[src/rtl/axis_byte_serializer_if.sv]
// Bundle of the serializer's stream and status signals.
// The "slave" modport is the serializer's own view: it receives 32-bit words
// and the downstream ready, and it produces bytes, the input ready and the
// packet counter. The "master" modport is the view of whatever surrounds it.
interface axis_byte_serializer_if #(
  parameter int CNT_W = 16
);
  logic [31:0]      S_AXIS_TDATA;
  logic [3:0]       S_AXIS_TSTRB;
  logic             S_AXIS_TKEEP;
  logic             S_AXIS_TLAST;
  logic             S_AXIS_TVALID;
  logic             S_AXIS_TREADY;
  logic [7:0]       M_AXIS_TDATA;
  logic             M_AXIS_TLAST;
  logic             M_AXIS_TVALID;
  logic             M_AXIS_TREADY;
  logic [CNT_W-1:0] STAT_PKT_CNT;

  modport slave (
    input  S_AXIS_TDATA, S_AXIS_TSTRB, S_AXIS_TKEEP, S_AXIS_TLAST, S_AXIS_TVALID,
    input  M_AXIS_TREADY,
    output S_AXIS_TREADY,
    output M_AXIS_TDATA, M_AXIS_TLAST, M_AXIS_TVALID,
    output STAT_PKT_CNT
  );

  modport master (
    output S_AXIS_TDATA, S_AXIS_TSTRB, S_AXIS_TKEEP, S_AXIS_TLAST, S_AXIS_TVALID,
    output M_AXIS_TREADY,
    input  S_AXIS_TREADY,
    input  M_AXIS_TDATA, M_AXIS_TLAST, M_AXIS_TVALID,
    input  STAT_PKT_CNT
  );
endinterface

[src/rtl/axis_byte_serializer.sv]
// 32-bit to 8-bit AXI-Stream serializer.
// Holds one word at a time and emits only its strobed byte lanes, one per
// cycle, in lane order (low-to-high or high-to-low). TLAST rides on the last
// emitted byte of a packet; a strobe-less TLAST word becomes a single 0x00
// byte so the packet still closes. Input ready is combinational from the
// downstream ready on the final byte, so consecutive words flow without gaps.
module axis_byte_serializer #(
  parameter bit LSB_FIRST = 1'b1,
  parameter int CNT_W     = 16
) (
  input logic                  CLK,
  input logic                  RST,
  axis_byte_serializer_if.slave bus
);

  typedef enum logic {
    EMPTY = 1'b0,
    SHIFT = 1'b1
  } state_e;

  state_e           state_q, state_d;
  logic [31:0]      data_q, data_d;
  logic [3:0]       mask_q, mask_d;
  logic             last_q, last_d;
  logic [CNT_W-1:0] cnt_q, cnt_d;

  logic [1:0]       lane_idx;
  logic             one_left;
  logic [7:0]       lane_byte;
  logic             m_valid;
  logic             m_last;
  logic             s_ready;
  logic             m_fire;
  logic             s_fire;
  logic             unused_tkeep;

  // TKEEP is carried on the bus but has no meaning for this block.
  assign unused_tkeep = bus.S_AXIS_TKEEP;

  // Pick the next lane to emit: lowest set mask bit, or highest when sending MSB first.
  always_comb begin
    lane_idx = 2'd0;
    if (LSB_FIRST) begin
      for (int i = 3; i >= 0; i--) begin
        if (mask_q[i]) lane_idx = 2'(i);
      end
    end else begin
      for (int i = 0; i < 4; i++) begin
        if (mask_q[i]) lane_idx = 2'(i);
      end
    end
  end

  // Output-side view of the held word and the two handshakes.
  always_comb begin
    one_left  = (mask_q != 4'd0) && ((mask_q & (mask_q - 4'd1)) == 4'd0);
    lane_byte = (mask_q == 4'd0) ? 8'h00 : data_q[{lane_idx, 3'b000} +: 8];
    m_valid   = (state_q == SHIFT);
    m_last    = m_valid && last_q && one_left;
    s_ready   = (state_q == EMPTY) || (bus.M_AXIS_TREADY && one_left);
    m_fire    = m_valid && bus.M_AXIS_TREADY;
    s_fire    = bus.S_AXIS_TVALID && s_ready;
  end

  assign bus.S_AXIS_TREADY = s_ready;
  assign bus.M_AXIS_TVALID = m_valid;
  assign bus.M_AXIS_TDATA  = lane_byte;
  assign bus.M_AXIS_TLAST  = m_last;
  assign bus.STAT_PKT_CNT  = cnt_q;

  // Next state: retire the emitted lane, then load any accepted word on top.
  always_comb begin
    state_d = state_q;
    data_d  = data_q;
    mask_d  = mask_q;
    last_d  = last_q;
    cnt_d   = cnt_q;

    if (m_fire) begin
      mask_d = mask_q & ~(4'b0001 << lane_idx);
      if (one_left) state_d = EMPTY;
      if (m_last) cnt_d = cnt_q + 1'b1;
    end

    if (s_fire) begin
      if (bus.S_AXIS_TSTRB != 4'd0) begin
        data_d  = bus.S_AXIS_TDATA;
        mask_d  = bus.S_AXIS_TSTRB;
        last_d  = bus.S_AXIS_TLAST;
        state_d = SHIFT;
      end else if (bus.S_AXIS_TLAST) begin
        data_d  = 32'd0;
        mask_d  = 4'b0001;
        last_d  = 1'b1;
        state_d = SHIFT;
      end else begin
        state_d = EMPTY;
      end
    end
  end

  // State register with synchronous reset that discards any held word.
  always_ff @(posedge CLK) begin
    if (RST) begin
      state_q <= EMPTY;
      data_q  <= 32'd0;
      mask_q  <= 4'd0;
      last_q  <= 1'b0;
      cnt_q   <= '0;
    end else begin
      state_q <= state_d;
      data_q  <= data_d;
      mask_q  <= mask_d;
      last_q  <= last_d;
      cnt_q   <= cnt_d;
    end
  end

endmodule

[src/flat_wrapper.sv]
// flat-port wrapper written by rule: the top's interface ports become plain ports
module axis_byte_serializer_flat 
#(
  parameter bit LSB_FIRST = 1'b1,
  parameter int CNT_W     = 16
)
  (CLK, RST, bus_S_AXIS_TDATA, bus_S_AXIS_TSTRB, bus_S_AXIS_TKEEP, bus_S_AXIS_TLAST, bus_S_AXIS_TVALID, bus_M_AXIS_TREADY, bus_S_AXIS_TREADY, bus_M_AXIS_TDATA, bus_M_AXIS_TLAST, bus_M_AXIS_TVALID, bus_STAT_PKT_CNT);
  axis_byte_serializer_if #(.CNT_W(CNT_W)) bus_i ();
  input logic CLK;
  input logic RST;
  input wire logic [$bits(bus_i.S_AXIS_TDATA)-1:0] bus_S_AXIS_TDATA;
  input wire logic [$bits(bus_i.S_AXIS_TSTRB)-1:0] bus_S_AXIS_TSTRB;
  input wire logic [$bits(bus_i.S_AXIS_TKEEP)-1:0] bus_S_AXIS_TKEEP;
  input wire logic [$bits(bus_i.S_AXIS_TLAST)-1:0] bus_S_AXIS_TLAST;
  input wire logic [$bits(bus_i.S_AXIS_TVALID)-1:0] bus_S_AXIS_TVALID;
  input wire logic [$bits(bus_i.M_AXIS_TREADY)-1:0] bus_M_AXIS_TREADY;
  output wire logic [$bits(bus_i.S_AXIS_TREADY)-1:0] bus_S_AXIS_TREADY;
  output wire logic [$bits(bus_i.M_AXIS_TDATA)-1:0] bus_M_AXIS_TDATA;
  output wire logic [$bits(bus_i.M_AXIS_TLAST)-1:0] bus_M_AXIS_TLAST;
  output wire logic [$bits(bus_i.M_AXIS_TVALID)-1:0] bus_M_AXIS_TVALID;
  output wire logic [$bits(bus_i.STAT_PKT_CNT)-1:0] bus_STAT_PKT_CNT;
  assign bus_i.S_AXIS_TDATA = bus_S_AXIS_TDATA;
  assign bus_i.S_AXIS_TSTRB = bus_S_AXIS_TSTRB;
  assign bus_i.S_AXIS_TKEEP = bus_S_AXIS_TKEEP;
  assign bus_i.S_AXIS_TLAST = bus_S_AXIS_TLAST;
  assign bus_i.S_AXIS_TVALID = bus_S_AXIS_TVALID;
  assign bus_i.M_AXIS_TREADY = bus_M_AXIS_TREADY;
  assign bus_S_AXIS_TREADY = bus_i.S_AXIS_TREADY;
  assign bus_M_AXIS_TDATA = bus_i.M_AXIS_TDATA;
  assign bus_M_AXIS_TLAST = bus_i.M_AXIS_TLAST;
  assign bus_M_AXIS_TVALID = bus_i.M_AXIS_TVALID;
  assign bus_STAT_PKT_CNT = bus_i.STAT_PKT_CNT;
  axis_byte_serializer #(.LSB_FIRST(LSB_FIRST), .CNT_W(CNT_W)) u_core (.CLK(CLK), .RST(RST), .bus(bus_i));
endmodule
[config.mk]
export PLATFORM = sky130hd
export DESIGN_NAME = axis_byte_serializer_flat
export DESIGN_NICKNAME = d
export VERILOG_FILES = /design/src/rtl/axis_byte_serializer_if.sv /design/src/rtl/axis_byte_serializer.sv /design/src/flat_wrapper.sv
export SDC_FILE = /design/constraint.sdc
export NUM_CORES = 1
export LEC_CHECK = 0
export CORE_AREA = 3 3 67 101
export CTS_CLUSTER_SIZE = 10
export DETAILED_ROUTE_END_ITERATION = 6
export DIE_AREA = 0 0 70 104
export PLACE_DENSITY = 0.81
export SYNTH_ARGS = -nofsm -noshare
export SYNTH_HDL_FRONTEND = slang
export SYNTH_SLANG_ARGS = --single-unit
[constraint.sdc]
create_clock -name CLK -period 2.5 [get_ports CLK]
set_clock_uncertainty 0.1 [all_clocks]
set_input_delay 0.5 -clock CLK [delete_from_list [all_inputs] [get_ports CLK]]
set_output_delay 0.5 -clock CLK [all_outputs]
set_load 0.01 [all_outputs]
# After elaboration in Yosys (flattened, before gate mapping)
# Cells that the tools add are included.
# Widths: inputs -> output; s select.
totals:
  register_bits: 54
  out_inout_bits: 27
  inputBits: 42
classes:
  mux: 18
  shifts: 2
  n_reduce_logical: 17
  add_sub_neg: 2
  bitwise_logic: 4
op_table:
  columns: ["op", "count"]
  rows:
  - ["$mux 32", 2]
  - ["$shiftx 32x6->8", 1]
  - ["$add 16x1->16 const B", 1]
  - ["$mux 4", 4]
  - ["$and 4x4->4", 2]
  - ["$logic_not 4->1", 2]
  - ["$mux 2", 4]
  - ["$mux 8", 1]
  - ["$reduce_bool 4->1", 2]
  - ["$mux 1", 7]
  - ["$logic_and 1x1->1", 6]
  - ["$reduce_and 2->1", 3]
  - ["$reduce_bool 2->1", 3]
  - ["$not 4->4", 1]
  - ["$shl 1x2->4 const A", 1]
  - ["$sub 4x1->4 const B", 1]
  - ["$logic_or 1x1->1", 1]
  - ["$not 1->1", 1]

# Depth between registers and ports, before layout
depth:
  depth_word: 11
  depth_mapped: 7

# Worst setup path after synthesis
# OpenSTA, ideal clock, no wires.
synth_timing:
  path_kind: "register -> output"
  startpoint: "reg u_core.mask_q[2]"
  endpoint: "out bus_M_AXIS_TLAST"
  arrival_time_ns: 1.445
  path_stages_with_launch: 6
  setup_slack_ns: 0.455
  path_cell_list: "dfxtp_1 clkbuf_1 nor4b_2 a211oi_2 buf_2 nor3_1"
synth_between:
  elab_chain_cells: 5
  word_cells_on_any_way: 6
synth_lines:
  columns: ["item", "line_no", "text"]
  rows:
  - ["from (decl)", "axis_byte_serializer.sv:23", "logic [3:0] mask_q, mask_d;"]
  - ["from (signal assigned)", "axis_byte_serializer.sv:113", "mask_q <= mask_d;"]
  - ["$sub 4x1->4", "axis_byte_serializer.sv:56", "one_left = (mask_q != 4'd0) && ((mask_q & (mask_q - 4'd1)) == 4'd0);"]
  - ["$and 4x4->4", "axis_byte_serializer.sv:56", null]
  - ["$logic_not 4->1", "axis_byte_serializer.sv:56", null]
  - ["$logic_and 1x1->1 *", "axis_byte_serializer.sv:56", null]
  - ["$logic_and 1x1->1 *", "axis_byte_serializer.sv:59", "m_last = m_valid && last_q && one_left;"]
  - ["to (decl)", "flat_wrapper.sv:19", "output wire logic [$bits(bus_i.M_AXIS_TLAST)-1:0] bus_M_AXIS_TLAST;"]
# Mark *: on every way between the ends. The rest lies on a longest branch, timed or not.

# Final worst setup path
layout_timing:
  startpoint: "reg u_core.mask_q[2]"
  endpoint: "out bus_M_AXIS_TDATA[3]"
layout_between:
  elab_chain_cells: 5
  word_cells_on_any_way: 6
layout_lines:
  columns: ["item", "line_no", "text"]
  rows:
  - ["$mux 2 (3 in series)", "axis_byte_serializer.sv:45", "if (mask_q[i]) lane_idx = 2'(i);"]
  - ["$shiftx 32x6->8", "axis_byte_serializer.sv:57", "lane_byte = (mask_q == 4'd0) ? 8'h00 : data_q[{lane_idx, 3'b000} +: 8];"]
  - ["$mux 8 *", "axis_byte_serializer.sv:57", null]
  - ["to (decl)", "flat_wrapper.sv:18", "output wire logic [$bits(bus_i.M_AXIS_TDATA)-1:0] bus_M_AXIS_TDATA;"]
# Marks and branches as above.

==> results.json <==
{
  "status": "completed",
  "core-area_sq_um": 6040,
  "worstPathArrival_ps": 1730,
  "hold_violations": 0,
  "finalCritPeriodShare": 0.932,
  "yosys-top-cells-area": "dfxtp_1 (36%), o32ai_2 (14%), inv_1 (9.2%), nand2_1 (3.4%), a21oi_1 (3.4%)",
  "antenna_found_initial": 0,
  "first_pass_iters": 4,
  "core.rowCount": 35,
  "p_leak_uw": 0.00150,
  "grt_pass1_wl_microns": 12800,
  "async_flop_share": 0,
  "gp_congestion": 0.838,
  "post_cts_buffers": 0,
  "cts_tree": "done",
  "worst_path_largest_cell_delay_ps": 340,
  "layout-drive-gt1-share": 0.192,
  "fillers": 499,
  "hp-start": "u_core.data_q[2]$_SDFFE_PP0P_",
  "setup_violations": 0,
  "power_switching_uw": 533,
  "yosysUniqueCellTypes": 41,
  "path_max_fanout": 14,
  "slew_headroom": 0.748,
  "power_uw": 1830,
  "synth_top_family_by_area": "compound AO/OA/AOI/OAI gates",
  "pre_cts_ws_ps": -107,
  "power.density_nw_per_um2": 467,
  "critPathCaptureType": "output pin",
  "die_width_microns": 70,
  "dieArea_sq_um": 7280,
  "ys_warn_count": 0,
  "tightest_slew_ps": 378,
  "synth-simple-area-share": 0.162,
  "cts-root-buf": "clkbuf_8",
  "power_frac_comb": 0.222,
  "synth_top_area_share": 0.364,
  "crit_buf_inv": 2,
  "ys_seq_elements": 54,
  "synth-compound-area-share": 0.298,
  "avgSynthCellArea_sq_um": 8.81,
  "hold_buffers": 0,
  "clockBufferDepth": 2,
  "drt_iter0_drc": 189,
  "synth_edf_count": 0,
  "grt_pass1_vias": 2801,
  "routed_wl_microns": 7600,
  "io_buffers": 67,
  "yosysSeqAreaShare": 0.364,
  "p_sw_frac": 0.292,
  "r2r_start": "u_core.mask_q[2]$_SDFF_PP0_",
  "ff_latch_area_sq_um": 1080,
  "clk_pin_slew_ps": 100,
  "finalWorstSetupSlack_ps": 171,
  "synth-xor-area-share": 0.00295,
  "critPathSlowestCell": "dfxtp_1",
  "initial_core_util": 0.492,
  "finalNetCount": 450,
  "antenna_cells": 0,
  "numCtsBuffers": 5,
  "maxCapViolCount": 0,
  "num_io_pins": 69,
  "insertion_delay_ps": 310,
  "synth_top_area_cell": "dfxtp_1",
  "syn_nets": 380,
  "intPower_uw": 1290,
  "hp-class": "reg -> reg",
  "synth-adder-area-share": 0.00421,
  "clock-sinks": 54,
  "cp-start-kind": "flop",
  "rsz0062_at_grt": "false",
  "crit_chain": "buf_12 > nand3b_1 > a21oi_2 > a21oi_1 > o21ai_0 > dlygate4sd2_1",
  "syn-instance-count": 337,
  "synth_area_sq_um": 2970,
  "max_clock_freq_mhz": 429,
  "ir_drop_uv": 333,
  "fin_crit_ps": 2330,
  "ant_nets": 0,
  "crit_family": "compound AO/OA/AOI/OAI gates",
  "post_drt_wl_per_cell_microns": 15.8,
  "grt_util_all_layers": 0.213,
  "worstSetupPathType": "reg -> out",
  "ys.flop_type": "dfxtp_1",
  "clkPwrFrac": 0.261,
  "vias_per_cell": 5.55,
  "grt_remaining_overflow": 0,
  "htreeDepth": 2,
  "dp_hpwl_microns": 5430,
  "slew_violations": 0,
  "multi_input_area_sq_um": 1520,
  "dieHeight_microns": 104,
  "post_cts_resized": 20,
  "cp.required_ps": 1900,
  "area_growth_pct": 31.6,
  "grt_max_degree": 36,
  "drc_errors": 0,
  "crit_start": "u_core.mask_q[2]$_SDFF_PP0_",
  "vias": 2669,
  "synth_mux_area_frac": 0.0261,
  "seqPwrFrac": 0.516
}
layout make-up:
type                            instances  area share
Sequential cell                        54       0.278
Inverter                               73      0.0701
Clock inverter                          2     0.00384
Clock buffer                            5      0.0176
Multi-Input combinational cell        187       0.388
Timing Repair Buffer                   86       0.220
Tap cell                               74      0.0237
routing by layer:
layer / global-route usage / wire (microns)
met5: 0 / 0
met2: 0.388 / 4070
met1: 0.227 / 2870
met3: 0.0416 / 368
met4: 0.105 / 301
synth_stat cells (2+ instances only):
| cell | n |
|---|---|
| a211oi_1 | 2 |
| a21oi_1 | 20 |
| a31oi_1 | 2 |
| and2_1 | 2 |
| and4_1 | 3 |
| buf_2 | 3 |
| buf_6 | 8 |
| clkbuf_1 | 11 |
| dfxtp_1 | 54 |
| inv_1 | 73 |
| mux2_2 | 6 |
| nand2_1 | 27 |
| nand3_1 | 4 |
| nand3b_1 | 8 |
| nand4_1 | 3 |
| nor2_1 | 8 |
| nor2b_1 | 6 |
| nor3_1 | 3 |
| nor3b_1 | 3 |
| nor4_1 | 2 |
| nor4b_1 | 2 |
| nor4b_2 | 2 |
| o21ai_0 | 13 |
| o22ai_1 | 3 |
| o311ai_0 | 7 |
| o32ai_1 | 7 |
| o32ai_2 | 26 |
| o41ai_1 | 7 |
| or2_2 | 8 |
| or3_1 | 3 |
per-stage QoR:
| stage | hold slack, ps | std cells | utilization | instance area, sq um | setup TNS (ps) |
|---|---|---|---|---|---|
| 6_report | 363 | 481 | 0.647 | 3910 | 0 |
| 5_1_grt | 388 | 481 | 0.647 | 3910 | 0 |
| 4_1_cts | 362 | 481 | 0.646 | 3910 | 0 |
| 3_5_place_dp | 346 | 474 | 0.626 | 3780 | -2170 |
| 3_3_place_gp | 342 | 474 | 0.626 | 3780 | -920 |
| 2_1_floorplan | 332 | 337 | - | 2970 | 0 |
worst paths after layout:
kind | endpoint | cells past startpoint | slack (ps)
min | u_core.data_q[2]$_SDFFE_PP0P_ | 2 | 360
min reg2reg | u_core.data_q[2]$_SDFFE_PP0P_ | 2 | 360
max reg2reg | u_core.data_q[0]$_SDFFE_PP0P_ | 7 | 370
max | bus_M_AXIS_TDATA[3] | 6 | 170
cells in the final DEF, fill, tap and decap left out, types with 3 or more instances in the layout:
master	instances
buf_12	4
a21oi_1	15
nor3b_1	3
mux2_2	6
nor2b_1	6
a21oi_2	5
nand4_1	3
nand3b_1	8
o32ai_2	26
and4_1	3
or3_1	3
o21ai_0	13
o41ai_1	7
nor2_1	8
dlygate4sd2_1	9
o32ai_1	7
or2_2	8
inv_1	73
buf_4	14
clkdlybuf4s50_1	57
o311ai_0	7
nand2_1	27
dfxtp_1	53
clkbuf_8	5
o22ai_1	3
nor3_1	3
nand3_1	4
cells by family after synthesis:
group           count (synthesis)
xor+xnor                        1
mux                             7
simple gates                   85
fa+ha+maj                       1
buf+inv                        96
compound gates                 93
flops                          54
worst min-delay path, stage by stage, from the launching register on:
cell and delay, ps:
dfxtp_1 320, inv_1 50, o32ai_1 50
sequential cells by signal, summed over array words and instances, names as in the netlist:
name and count:
u_core.last_q 1, u_core.mask_q 4, u_core.data_q 32, u_core.bus.STAT_PKT_CNT 16
u_core.bus.M_AXIS_TVALID 1
power groups by stage:
stage / combinational (uW) / clock [uW] / sequential [uW]
after floorplan: 255 / 0 / 948
after global placement: 393 / 0 / 956
after detailed placement: 404 / 0 / 959
after CTS: 407 / 489 / 942
after global routing: 442 / 516 / 949
final: 406 / 477 / 943
No activity file was read; power rests on OpenSTA's default activity.
==> RTL change 1 (config.mk and constraints unchanged) <==
`CNT_W` is set to 16 in 3 places; all go to 32.
--- a/src/rtl/axis_byte_serializer_if.sv
+++ b/src/rtl/axis_byte_serializer_if.sv
@@ -3,7 +3,7 @@
 // and the downstream ready, and it produces bytes, the input ready and the
 // packet counter. The "master" modport is the view of whatever surrounds it.
 interface axis_byte_serializer_if #(
-  parameter int CNT_W = 16
+  parameter int CNT_W = 32
 );
   logic [31:0]      S_AXIS_TDATA;
   logic [3:0]       S_AXIS_TSTRB;
--- a/src/rtl/axis_byte_serializer.sv
+++ b/src/rtl/axis_byte_serializer.sv
@@ -6,7 +6,7 @@
 // downstream ready on the final byte, so consecutive words flow without gaps.
 module axis_byte_serializer #(
   parameter bit LSB_FIRST = 1'b1,
-  parameter int CNT_W     = 16
+  parameter int CNT_W     = 32
 ) (
   input logic                  CLK,
   input logic                  RST,
--- a/src/flat_wrapper.sv
+++ b/src/flat_wrapper.sv
@@ -2,7 +2,7 @@
 module axis_byte_serializer_flat 
 #(
   parameter bit LSB_FIRST = 1'b1,
-  parameter int CNT_W     = 16
+  parameter int CNT_W     = 32
 )
   (CLK, RST, bus_S_AXIS_TDATA, bus_S_AXIS_TSTRB, bus_S_AXIS_TKEEP, bus_S_AXIS_TLAST, bus_S_AXIS_TVALID, bus_M_AXIS_TREADY, bus_S_AXIS_TREADY, bus_M_AXIS_TDATA, bus_M_AXIS_TLAST, bus_M_AXIS_TVALID, bus_STAT_PKT_CNT);
   axis_byte_serializer_if #(.CNT_W(CNT_W)) bus_i ();
Ports: changed (resized bus_STAT_PKT_CNT); port bits go from 69 to 85. No check against the original RTL was run, so the function may have changed too.
==> RTL change 1 against the unedited design <==
- synthesized cell count increased by 1.5%
- cell area is 12% higher
- synthesized area is 8.4% higher
- setup slack lost 0.11 ns
- power rose by 31%
- combinational power fell by 2%
- critical path type unchanged
- sequential cell count grew 16
- routed wire length rose by 4.1%
- die area unchanged
==> RTL change 1: results <==
metrics = {
    "placed_design": {
        "gp_congestion": 0.8200,
        "numPortBuffers": 83,
        "dp.cells": 497,
        "post-place-ws_ns": -0.2122,
        "dp_hpwl_microns": 5837,
        "place_area_sq_um": 4138,
    },
    "detailed_routing": {
        "dr_wl_met3_microns": 343,
        "top_layer_used": "met4",
        "drt-pass1-iter-count": 5,
        "first_iter_violations": 245,
        "ant_nets": 0,
        "drt_wl_total_microns": 7917,
        "via_per_inst": 5.738,
        "wl_met2_microns": 4320,
        "drt-met1-wl_microns": 3114,
        "vias": 2955,
    },
    "synthesis": {
        "avgSynthCellArea_sq_um": 9.413,
        "synthTopCellsByArea": "dfxtp_1 44%, a22o_1 9.0%, o21ai_0 4.0%, nor2_1 4.0%, xor2_1 3.5%",
        "synth_commonest_cells": "70 x dfxtp_1, 34 x nor2_1, 33 x a22o_1",
        "synth_cell_types": 47,
        "ys_seq_area_frac": 0.4353,
        "synth_flop_cell": "dfxtp_1",
        "syn-num-nets": 385,
        "ys_warn_count": 0,
        "async_flop_share": 0,
    },
    "clock_tree": {
        "post_cts_buffers": 1,
        "clock_latency_ns": 0.34,
        "cts_buffer_depth": 2,
        "ctsResizeCount": 15,
        "cts_inserted_buffers": 9,
        "cts.clk_slew.worst_paths_ns": 0.08,
        "htreeDepth": 3,
        "root_buffer": "clkbuf_8",
    },
    "grt": {
        "use_met2": 0.3884,
        "grt_pass1_vias": 2826,
        "met1_usage": 0.2532,
        "grtUsageMet3": 0.03965,
        "antenna_found_initial": 0,
        "grtUsageTotal": 0.2183,
        "grt_start_max_net_pins": 36,
        "grt_pass1_wl_microns": 13020,
    },
    "outcome": {
        "status": "finished, final reports clean",
    },
    "power": {
        "irDropWorstVdd_uv": 473.7,
        "power_leakage_nw": 1.613,
        "internal-power_mw": 1.725,
    },
    "final_layout": {
        "fillCellCount": 477,
        "antenna_cells": 0,
        "areaGrowthSynthToFinish_pct": 35.72,
        "layout.nets": 479,
        "final_layout_size_suffix_gt1_frac": 0.1406,
    },
    "setup_path": {
        "worstPathArrival_ns": 1.84,
        "crit_fanout": 7,
    },
    "sta": {
        "relSlewSlack": 0.4915,
    },
    "worst_hold_path": {
        "worstHoldPathType": "register to register",
    },
}
-- RTL change 1: cell count changes after synthesis, sizes merged, moves of 12 or more --
cell   change
a22o      +33
xor2      +12
nand2     -15
inv       -65
nor2      +27
o21ai     +12
nand4     +14
dfxtp     +16
o32ai     -33
-- RTL change 1: worst max-delay path, cell delays in order (launching register included) --
cell and delay [ns]:
dfxtp_4 0.38, buf_4 0.14, nor4b_2 0.29, a211o_1 0.24
and3_1 0.18, dlygate4sd2_1 0.27
-- RTL change 1: kinds of logic after synthesis --
logic type                 Yosys count  share of synthesized area
AOI/OAI and AO/OA                   97                     0.2149
adders and majority gates            1                   0.003886
DFF                                 70                     0.4353
and+or+nand+nor                    125                     0.2281
buffers and inverters               29                    0.06296
muxes                                1                   0.003109
xor gates and xnor gates            19                    0.05169
-- RTL change 1: final timing paths --
kind / startpoint / endpoint / slack, ns / cells past startpoint
setup reg to reg: u_core.mask_q[2] / u_core.bus.STAT_PKT_CNT[24] / 0.12 / 7
setup / recovery: u_core.mask_q[2] / bus_M_AXIS_TLAST / 0.06 / 5
hold / removal: u_core.data_q[18] / u_core.data_q[18] / 0.38 / 1
hold reg to reg: u_core.data_q[18] / u_core.data_q[18] / 0.38 / 1
-- RTL change 1: area by class of cell --
cell class,count,share of cell area
Clock inverter,7,0.01117
Inverter,8,0.006873
Tap cell,74,0.02119
Timing Repair Buffer,104,0.2282
Clock buffer,9,0.02835
Multi-Input combinational cell,243,0.3817
Sequential cell,70,0.3225
-- RTL change 1: power by group through the flow --
stage	combinational [mW]	clock (mW)	sequential (mW)
floorplan	0.236	0	1.21
finish	0.396	0.795	1.19
detailed placement	0.382	0	1.21
global route	0.428	0.871	1.20
global placement	0.375	0	1.21
CTS	0.378	0.813	1.19
